<file path="src/rtl/if_stage.sv">
// Instruction-fetch stage: PC register, next-PC selection (jump/branch/stall),
// and the IF/ID pipeline register with flush-on-redirect and fetch counter.
module if_stage #(
  parameter logic [31:0] RESET_PC = 32'h0000_0000,
  parameter logic [31:0] NOP_INST = 32'h0000_0000
) (
  input  logic        clk,
  input  logic        rst,
  input  logic        stall,
  input  logic        branch_taken,
  input  logic [31:0] branch_offset_sh,
  input  logic [31:0] redir_pc4,
  input  logic        jump,
  input  logic [25:0] jump_index,
  output logic [31:0] imem_addr,
  input  logic [31:0] imem_rdata,
  output logic [31:0] pc,
  output logic [31:0] if_id_inst,
  output logic [31:0] if_id_pc4,
  output logic        if_id_valid,
  output logic [31:0] fetch_count
);

  localparam int unsigned XLEN = 32;

  logic [XLEN-1:0] pc4;
  logic [XLEN-1:0] branch_target;
  logic [XLEN-1:0] jump_target;
  logic [XLEN-1:0] next_pc;
  logic            redirect;
  logic            load;

  assign imem_addr = pc;

  // Target arithmetic; all sums wrap modulo 2^32, branch target kept word-aligned.
  always_comb begin
    pc4           = pc + XLEN'(4);
    branch_target = (redir_pc4 + branch_offset_sh) & ~XLEN'(3);
    jump_target   = {redir_pc4[31:28], jump_index, 2'b00};
  end

  // Next-PC selection: jump beats branch, any redirect beats stall.
  always_comb begin
    next_pc  = pc4;
    redirect = jump | branch_taken;
    load     = 1'b0;
    if (jump) begin
      next_pc = jump_target;
    end else if (branch_taken) begin
      next_pc = branch_target;
    end else if (stall) begin
      next_pc = pc;
    end else begin
      load = 1'b1;
    end
  end

  always_ff @(posedge clk) begin
    if (rst) begin
      pc          <= RESET_PC;
      if_id_inst  <= NOP_INST;
      if_id_pc4   <= '0;
      if_id_valid <= 1'b0;
      fetch_count <= '0;
    end else begin
      pc <= next_pc;
      if (redirect) begin
        if_id_inst  <= NOP_INST;
        if_id_pc4   <= '0;
        if_id_valid <= 1'b0;
      end else if (load) begin
        if_id_inst  <= imem_rdata;
        if_id_pc4   <= pc4;
        if_id_valid <= 1'b1;
        fetch_count <= fetch_count + XLEN'(1);
      end
    end
  end

endmodule

</file>
<file path="config.mk">
export PLATFORM = sky130hd
export DESIGN_NAME = if_stage
export DESIGN_NICKNAME = d
export VERILOG_FILES = /design/src/rtl/if_stage.sv
export SDC_FILE = /design/constraint.sdc
export NUM_CORES = 1
export LEC_CHECK = 0
export CORE_UTILIZATION = 49
export CTS_CLUSTER_DIAMETER = 120
export DETAILED_ROUTE_END_ITERATION = 12
export GPL_TIMING_DRIVEN = 0
export PLACE_DENSITY = 0.88
export SETUP_SLACK_MARGIN = 0.3
export SYNTH_ARGS = -nofsm -noshare
export SYNTH_HDL_FRONTEND = slang
export SYNTH_SLANG_ARGS = --single-unit
</file>
<file path="constraint.sdc">
create_clock -name clk -period 4.8 [get_ports clk]
set_input_delay 1.2 -clock clk [delete_from_list [all_inputs] [get_ports clk]]
set_output_delay 1.2 -clock clk [all_outputs]
set_load 0.005 [all_outputs]
</file>
==> run summary, run 1 <==
RSZ-0062 raised after global routing = false
commonest non-fill, non-tap cell in the layout = sky130_fd_sc_hd__clkdlybuf4s50_1
kind of path behind the tightest hold check = reg -> reg
Leak Pwr = 4.30 nW
crit-path cells = clkdlybuf4s50_1 > ha_1 > or3_1 > o22a_1 > o2bb2ai_1 > o31ai_1 > o21ai_1 > a41o_1 > mux2i_1 > o21a_1
total of flip-flops plus latches after synthesis = 125
Syn. warnings = 0
DIE HEIGHT = 127 microns
worst slack at placement = 654 ps
wire length of the first global-routing pass = 40.0 mm
outcome = completed
Worst Path Arrival = 4090 ps
worst setup skew after layout = 9.80 ps
largest family of logic cells by synthesized area = simple AND/OR/NAND/NOR gates
setup ws final = 1020 ps
Die Width = 127 microns
area share of the largest cell type after synthesis = 0.328
weighted congestion reported at the end of routability-driven placement = 0.971
CP bufs+invs = 1
transition time of the tightest slew-check pin = 858 ps
worst-case hold path end point = if_id_valid$_SDFFE_PP0P_
overall via count from detail_route = 8206
predominant post-synthesis flop cell = sky130_fd_sc_hd__dfxtp_1
worst hold path stage count = 2
dominant cells by area after synthesis = sky130_fd_sc_hd__dfxtp_1 (33%), sky130_fd_sc_hd__nor2_1 (7.6%), sky130_fd_sc_hd__mux2i_1 (5.4%)
final setup violating endpoints = 0
DRC violations left = 0
drt wl/cell = 17.5 microns
placement-stage cell area = 0.0107 sq mm
Hold Slack = 457 ps
Reg2Reg Launch Point = imem_addr[2]$_SDFFE_PP0P_
number of rows in the core area = 45
worst-path fanout max = 4
Initial Util = 0.502
EDFF count, synth = 0
Die Area = 0.0161 sq mm
post-route minimum period = 3780 ps
number of antenna violations at the first check in global routing = 1
ratio of routed vias to standard cells = 5.65
fraction of synthesized cell area in xor and xnor cells = 0.0918
cell family with the largest share of critical-path delay = compound AO/OA/AOI/OAI gates
area of the mapped netlist = 0.00763 sq mm
post-route standard cell area excluding fillers = 0.0113 sq mm
biggest cell delay along the critical path = 500 ps
most used cells in the layout excluding fill and tap cells = sky130_fd_sc_hd__clkdlybuf4s50_1 (280), sky130_fd_sc_hd__nor2_1 (154), sky130_fd_sc_hd__dfxtp_1 (125)
fraction of layout instances using a drive strength above 1 = 0.0744
remaining antenna violation count after routing = 0
overflow left after global routing = 0
Slew HR = 0.428
post-CTS resize count = 0
Area Overhead vs Synth = 47.8%
top-level I/O count = 288
First DRT Iteration DRCs = 697
Port Buf Inserts = 280
ratio of final minimum period to clock period = 0.787
post-CTS setup buffer count = 0
number of clock sinks = 125
required time at the endpoint of the critical path = 5110 ps
depth of the CTS H-tree = 4
TritonCTS clock tree = yes
source of the worst hold timing path = if_id_valid$_SDFFE_PP0P_
synthesized-area fraction occupied by ao, oa, aoi and oai cells = 0.180
Power Density = 279 mW/mm^2
final slew viol count = 0
Synth Instances = 947
overall global routing resource usage = 0.315
post-layout instance count excluding filler cells = 1453
max capacitance violation total = 0
maximum clock frequency = 265 MHz
Crit Reg-Reg Endpoint = imem_addr[30]$_SDFFE_PP0P_
launching element type of the critical path = primary input
# nets final = 1410
clock transition at the registers of the reported paths = 60 ps
multiplexer fraction of the synthesized cell area = 0.0538
Max IR drop VDD = 0.238 mV
sequential fraction of the synthesis area = 0.328
mean cell area of the mapped netlist = 8.06 sq um
pin count of the biggest net entering global routing = 17
final count of hold timing violations = 0
final wirelength = 25.4 mm
quantity of hold-fixing buffers added after cts = 0
Post-Route Setup TNS = 0 ps
Worst Setup End Kind = flip-flop
total CTS buffers = 17
count of cell types in the netlist = 71
critical path type = in -> reg
insertion delay to the later sink of the worst-skew pair = 420 ps
cell type with the largest total area after synthesis = sky130_fd_sc_hd__dfxtp_1
area share of and/or/nand/nor cells after synthesis = 0.216
final HPWL from detailed placement = 19.7 mm
total instance count after detailed placement = 1420
maximum root-to-sink buffer count = 2
number of optimization iterations in the first detailed-route pass = 5
share of synthesized cell area in full adder, half adder and majority cells = 0.0525
Reg2Reg Setup Slack = 1930 ps
vias in the first global route = 7709
clock root cell = sky130_fd_sc_hd__clkbuf_16
path depth of the worst reg2reg path = 9
cell with the largest stage delay on the worst path = sky130_fd_sc_hd__o31ai_1
async set-or-reset flop fraction in the synthesized netlist = 0
Core Area = 0.0152 sq mm
-- area by class of cell --
| cell class | count | area (sq um) |
|---|---|---|
| diodes | 1 | 2.50 |
| clock buffers | 18 | 439 |
| flip-flops and latches | 125 | 2500 |
| well taps | 188 | 235 |
| multi-input cells | 722 | 4560 |
| repair buffers | 280 | 2800 |
| clock inverters | 14 | 151 |
| inverters | 17 | 63.8 |
| fillers | 1144 | 3920 |
| plain buffers | 88 | 524 |
-- power by group --
group	internal, mW	leakage (nW)	switching, mW
logic	0.393	3.00	0.337
registers	1.07	1.02	0.0632
clock network	0.744	0.283	0.533
total	2.21	4.30	0.934
-- how the worst max path moves through the flow --
stage | from | to | slack (ps) | cells past startpoint
2_1_floorplan | branch_offset_sh[1] | imem_addr[28]$_SDFFE_PP0P_ | 1480 | 9
3_3_place_gp | branch_offset_sh[4] | imem_addr[30]$_SDFFE_PP0P_ | 720 | 10
3_5_place_dp | branch_offset_sh[5] | imem_addr[28]$_SDFFE_PP0P_ | 650 | 10
4_1_cts | branch_offset_sh[5] | imem_addr[28]$_SDFFE_PP0P_ | 1080 | 10
5_1_grt | branch_offset_sh[5] | imem_addr[26]$_SDFFE_PP0P_ | 900 | 10
6_report | branch_offset_sh[1] | imem_addr[28]$_SDFFE_PP0P_ | 1020 | 10
-- worst register-to-register path, delay by kind of cell (launching register included) --
| family | cells | cell delay (ps) |
|---|---|---|
| AOI/OAI and AO/OA | 1 | 270 |
| xor gates and xnor gates | 1 | 150 |
| and+or+nand+nor | 6 | 1620 |
| adders and majority gates | 1 | 260 |
| DFF | 1 | 480 |
-- cell usage after synthesis, types with 4 or more instances --
library cell / instances
sky130_fd_sc_hd__clkbuf_1: 41
sky130_fd_sc_hd__o21ai_0: 45
sky130_fd_sc_hd__ha_1: 32
sky130_fd_sc_hd__o221ai_1: 13
sky130_fd_sc_hd__nor2_1: 154
sky130_fd_sc_hd__o21bai_1: 4
sky130_fd_sc_hd__and4_1: 8
sky130_fd_sc_hd__nor3_1: 17
sky130_fd_sc_hd__nand4_1: 20
sky130_fd_sc_hd__xnor2_1: 44
sky130_fd_sc_hd__or3_1: 22
sky130_fd_sc_hd__a31oi_1: 5
sky130_fd_sc_hd__buf_6: 4
sky130_fd_sc_hd__o22ai_1: 4
sky130_fd_sc_hd__o21a_1: 7
sky130_fd_sc_hd__and3_1: 7
sky130_fd_sc_hd__mux2i_1: 41
sky130_fd_sc_hd__nor2b_1: 7
sky130_fd_sc_hd__xor2_1: 36
sky130_fd_sc_hd__o211ai_1: 8
sky130_fd_sc_hd__a221oi_1: 5
sky130_fd_sc_hd__dfxtp_1: 125
sky130_fd_sc_hd__nand3_1: 21
sky130_fd_sc_hd__a21o_1: 11
sky130_fd_sc_hd__a21oi_1: 81
sky130_fd_sc_hd__buf_4: 36
sky130_fd_sc_hd__nand2_1: 65
sky130_fd_sc_hd__a211oi_1: 8
sky130_fd_sc_hd__inv_1: 16
-- state kept, by name, summed over array words and instances, names as in the netlist --
signal	count
if_id_pc4	30
if_id_valid	1
if_id_inst	32
fetch_count	32
imem_addr	30
-- cell families after synthesis --
family,Yosys count
xor gates and xnor gates,80
muxes,41
buffers and inverters,105
DFF,125
other,1
AOI/OAI and AO/OA,218
adders and majority gates,32
and+or+nand+nor,345
-- layer usage --
metal | vias to the layer above | share of wire | global-route usage
met5 | - | 0 | 0
met1 | 3790 | 0.41 | 0.380
li1 | 3928 | - | -
met3 | 77 | 0.085 | 0.0763
met4 | 0 | 0.039 | 0.150
met2 | 411 | 0.47 | 0.525
-- metrics by stage --
step / util / power [mW]
after CTS: 0.742 / 3.14
final: 0.742 / 3.14
after global placement: 0.703 / 1.86
after detailed placement: 0.703 / 1.87
after global routing: 0.742 / 3.26
after floorplan: - / 1.53
Power figures use the tool's default switching activity.
==> inputs of run 2 (changes only) <==
--- a/config.mk
+++ b/config.mk
@@ -5,11 +5,11 @@
 export SDC_FILE = /design/constraint.sdc
 export NUM_CORES = 1
 export LEC_CHECK = 0
-export CORE_UTILIZATION = 49
+export CORE_UTILIZATION = 45
 export CTS_CLUSTER_DIAMETER = 120
 export DETAILED_ROUTE_END_ITERATION = 12
 export GPL_TIMING_DRIVEN = 0
-export PLACE_DENSITY = 0.88
+export PLACE_DENSITY = 0.81
 export SETUP_SLACK_MARGIN = 0.3
 export SYNTH_ARGS = -nofsm -noshare
 export SYNTH_HDL_FRONTEND = slang
==> constraint.sdc (replaced) <==
create_clock -name clk -period 3.7 [get_ports clk]
set_input_delay 0.925 -clock clk [delete_from_list [all_inputs] [get_ports clk]]
set_output_delay 0.925 -clock clk [all_outputs]
set_load 0.005 [all_outputs]
==> run summary, run 2 (synthesized netlist as in run 1, its figures left out) <==
clock transition at the registers of the reported paths = 60 ps (about the same)
total instance count after detailed placement = 1452 (was 1420)
worst-path fanout max = 8 (was 4)
depth of the CTS H-tree = 4 (unchanged)
transition time of the tightest slew-check pin = 795 ps (was 858 ps)
most crowded layer after global routing = met2 (unchanged)
post-route minimum period = 3340 ps
commonest non-fill, non-tap cell in the layout = sky130_fd_sc_hd__clkdlybuf4s50_1 (unchanged)
fraction of layout instances using a drive strength above 1 = 0.0897 (was 0.0744)
number of optimization iterations in the first detailed-route pass = 6 (was 5)
maximum clock frequency = 299 MHz
DRC violations left = 0 (unchanged)
kind of path behind the tightest hold check = reg -> reg (unchanged)
number of clock sinks = 125 (unchanged)
total CTS buffers = 17 (unchanged)
post-layout instance count excluding filler cells = 1492 (was 1453)
overall global routing resource usage = 0.285 (was 0.315)
Worst Path Arrival = 3700 ps (was 4090 ps)
Die Width = 132 microns (was 127 microns)
maximum root-to-sink buffer count = 2 (unchanged)
number of filler cells placed in the layout = 1378 (was 1144)
final count of hold timing violations = 0 (unchanged)
Port Buf Inserts = 280 (unchanged)
overflow left after global routing = 0 (unchanged)
remaining antenna violation count after routing = 0 (unchanged)
clock root cell = sky130_fd_sc_hd__clkbuf_16 (unchanged)
met1 capacity usage during global routing = 0.358 (was 0.380)
max capacitance violation total = 0 (unchanged)
Max IR drop VDD = 0.365 mV (was 0.238 mV)
Area Overhead vs Synth = 50.3% (was 47.8%)
post-route standard cell area excluding fillers = 0.0115 sq mm (was 0.0113 sq mm)
Initial Util = 0.460 (was 0.502)
weighted congestion reported at the end of routability-driven placement = 0.951 (was 0.971)
final HPWL from detailed placement = 19.6 mm (was 19.7 mm)
final wirelength = 25.2 mm (was 25.4 mm)
pin count of the biggest net entering global routing = 17 (unchanged)
RSZ-0062 raised after global routing = true (was false)
Global Route met3 Usage = 0.0569 (was 0.0763)
worst setup skew after layout = 6.78 ps (was 9.80 ps)
First DRT Iteration DRCs = 505 (was 697)
most used cells in the layout excluding fill and tap cells = sky130_fd_sc_hd__clkdlybuf4s50_1 (280), sky130_fd_sc_hd__nor2_1 (154), sky130_fd_sc_hd__dfxtp_1 (125) (unchanged)
Core Area = 0.0166 sq mm (was 0.0152 sq mm)
critical path type = in -> reg (unchanged)
number of rows in the core area = 47 (was 45)
overall via count from detail_route = 8163 (was 8206)
setup ws final = 355 ps (was 1020 ps)
Leak Pwr = 4.38 nW (was 4.30 nW)
combined area of the multi-input logic cells = 0.00461 sq mm (was 0.00456 sq mm)
met2 layer usage reported by global route = 0.464 (was 0.525)
Die Area = 0.0175 sq mm (was 0.0161 sq mm)
wire length of the first global-routing pass = 39.5 mm (was 40.0 mm)
final slew viol count = 0 (unchanged)
number of antenna violations at the first check in global routing = 1 (unchanged)
drt wl/cell = 16.9 microns (was 17.5 microns)
top-level I/O count = 288 (unchanged)
ratio of routed vias to standard cells = 5.47 (was 5.65)
Power Density = 367 mW/mm^2 (was 279 mW/mm^2)
footprint of the flip-flops and latches = 0.00250 sq mm (unchanged)
TritonCTS clock tree = yes (unchanged)
final setup violating endpoints = 0 (unchanged)
Post-Route Setup TNS = 0 ps (unchanged)
worst slack at placement = -188 ps (was 654 ps)
quantity of hold-fixing buffers added after cts = 0 (unchanged)
Slew HR = 0.470 (was 0.428)
launching element type of the critical path = primary input (unchanged)
# nets final = 1417 (was 1410)
Worst Setup End Kind = flip-flop (unchanged)
required time at the endpoint of the critical path = 4050 ps (was 5110 ps)
outcome = completed (unchanged)
placement-stage cell area = 0.0107 sq mm (about the same)
vias in the first global route = 7581 (was 7709)
DIE HEIGHT = 132 microns (was 127 microns)
ratio of final minimum period to clock period = 0.904
insertion delay to the later sink of the worst-skew pair = 420 ps (about the same)
largest registers = fetch_count: 32 flops, if_id_inst: 32 flops (unchanged)
==> run 2: cell types whose count changed in the layout (fill, tap and decap cells not counted), moves of 2 or more <==
cell | before | now
sky130_fd_sc_hd__o31ai_1 | 3 | 1
sky130_fd_sc_hd__bufinv_16 | 1 | 4
sky130_fd_sc_hd__clkinv_4 | 4 | 0
sky130_fd_sc_hd__buf_4 | 36 | 43
sky130_fd_sc_hd__o31ai_2 | 1 | 3
sky130_fd_sc_hd__clkbuf_2 | 0 | 8
sky130_fd_sc_hd__clkinv_2 | 0 | 2
sky130_fd_sc_hd__inv_6 | 5 | 1
sky130_fd_sc_hd__clkbuf_1 | 41 | 36
==> run 2: stage by stage <==
step / total power [mW] / hold slack, ps / util
final: 4.21 / 466 / 0.692
after global routing: 4.38 / 510 / 0.692
after CTS: 4.20 / 472 / 0.685
after detailed placement: 2.43 / 464 / 0.647
after global placement: 2.42 / 431 / 0.647
after floorplan: 1.98 / 442 / -
==> run 2: final cells by class <==
cell class / count / share of cell area
Tap cell: 220 / 0.0240
Antenna cell: 1 / 0.000218
Clock inverter: 10 / 0.0141
Inverter: 17 / 0.00556
Sequential cell: 125 / 0.218
Buffer: 88 / 0.0466
Multi-Input combinational cell: 722 / 0.402
Timing Repair Buffer: 287 / 0.249
Clock buffer: 22 / 0.0405
==> run 2: path summary, 6_finish.rpt <==
path | endpoint | slack [ps] | cells past startpoint | from
worst max-delay path | fetch_count[30]$_SDFFE_PP0P_ | 360 | 10 | jump
worst min-delay path | if_id_pc4[22]$_SDFFE_PP0P_ | 470 | 2 | if_id_pc4[22]$_SDFFE_PP0P_
worst max register to register | imem_addr[30]$_SDFFE_PP0P_ | 700 | 9 | imem_addr[2]$_SDFFE_PP0P_
worst min register to register | if_id_pc4[22]$_SDFFE_PP0P_ | 470 | 2 | if_id_pc4[22]$_SDFFE_PP0P_
==> run 2: timing repair <==
action	CTS	global route
pin swaps	0	4
resized for setup	2	23
buffers inserted	0	7
setup endpoints to repair	2	17
cloned	0	0
==> run 2: critical path: stages <==
cell and delay (ps):
sky130_fd_sc_hd__clkdlybuf4s50_1 500, sky130_fd_sc_hd__or2_1 240, sky130_fd_sc_hd__clkbuf_1 190, sky130_fd_sc_hd__nor2_4 310, sky130_fd_sc_hd__and3_2 280, sky130_fd_sc_hd__nand3_1 130
sky130_fd_sc_hd__or4_1 470, sky130_fd_sc_hd__clkbuf_2 190, sky130_fd_sc_hd__or3_1 320, sky130_fd_sc_hd__a21oi_1 140
==> run 2: power by group <==
| part | total (mW) | leakage (nW) | switching (mW) | internal [mW] |
|---|---|---|---|---|
| Combinational | 0.966 | 3.06 | 0.446 | 0.520 |
| Sequential | 1.47 | 1.02 | 0.0806 | 1.39 |
| Clock | 1.77 | 0.297 | 0.611 | 1.16 |
| Total | 4.21 | 4.38 | 1.14 | 3.07 |
==> run 2: per-layer routing <==
metal	vias up	wire length [microns]	share of wire
met5	-	0	0
met4	0	1100	0.044
met3	76	2140	0.085
met2	405	11500	0.46
met1	3749	10400	0.41
li1	3933	-	-
==> inputs of run 3 (changes only) <==
--- a/config.mk
+++ b/config.mk
@@ -5,6 +5,7 @@
 export SDC_FILE = /design/constraint.sdc
 export NUM_CORES = 1
 export LEC_CHECK = 0
+export ABC_CLOCK_PERIOD_IN_PS = 3700
 export CORE_UTILIZATION = 45
 export CTS_CLUSTER_DIAMETER = 120
 export DETAILED_ROUTE_END_ITERATION = 12
==> results of run 3 <==
The final DEF is identical to that of run 2; final timing and power are the same.
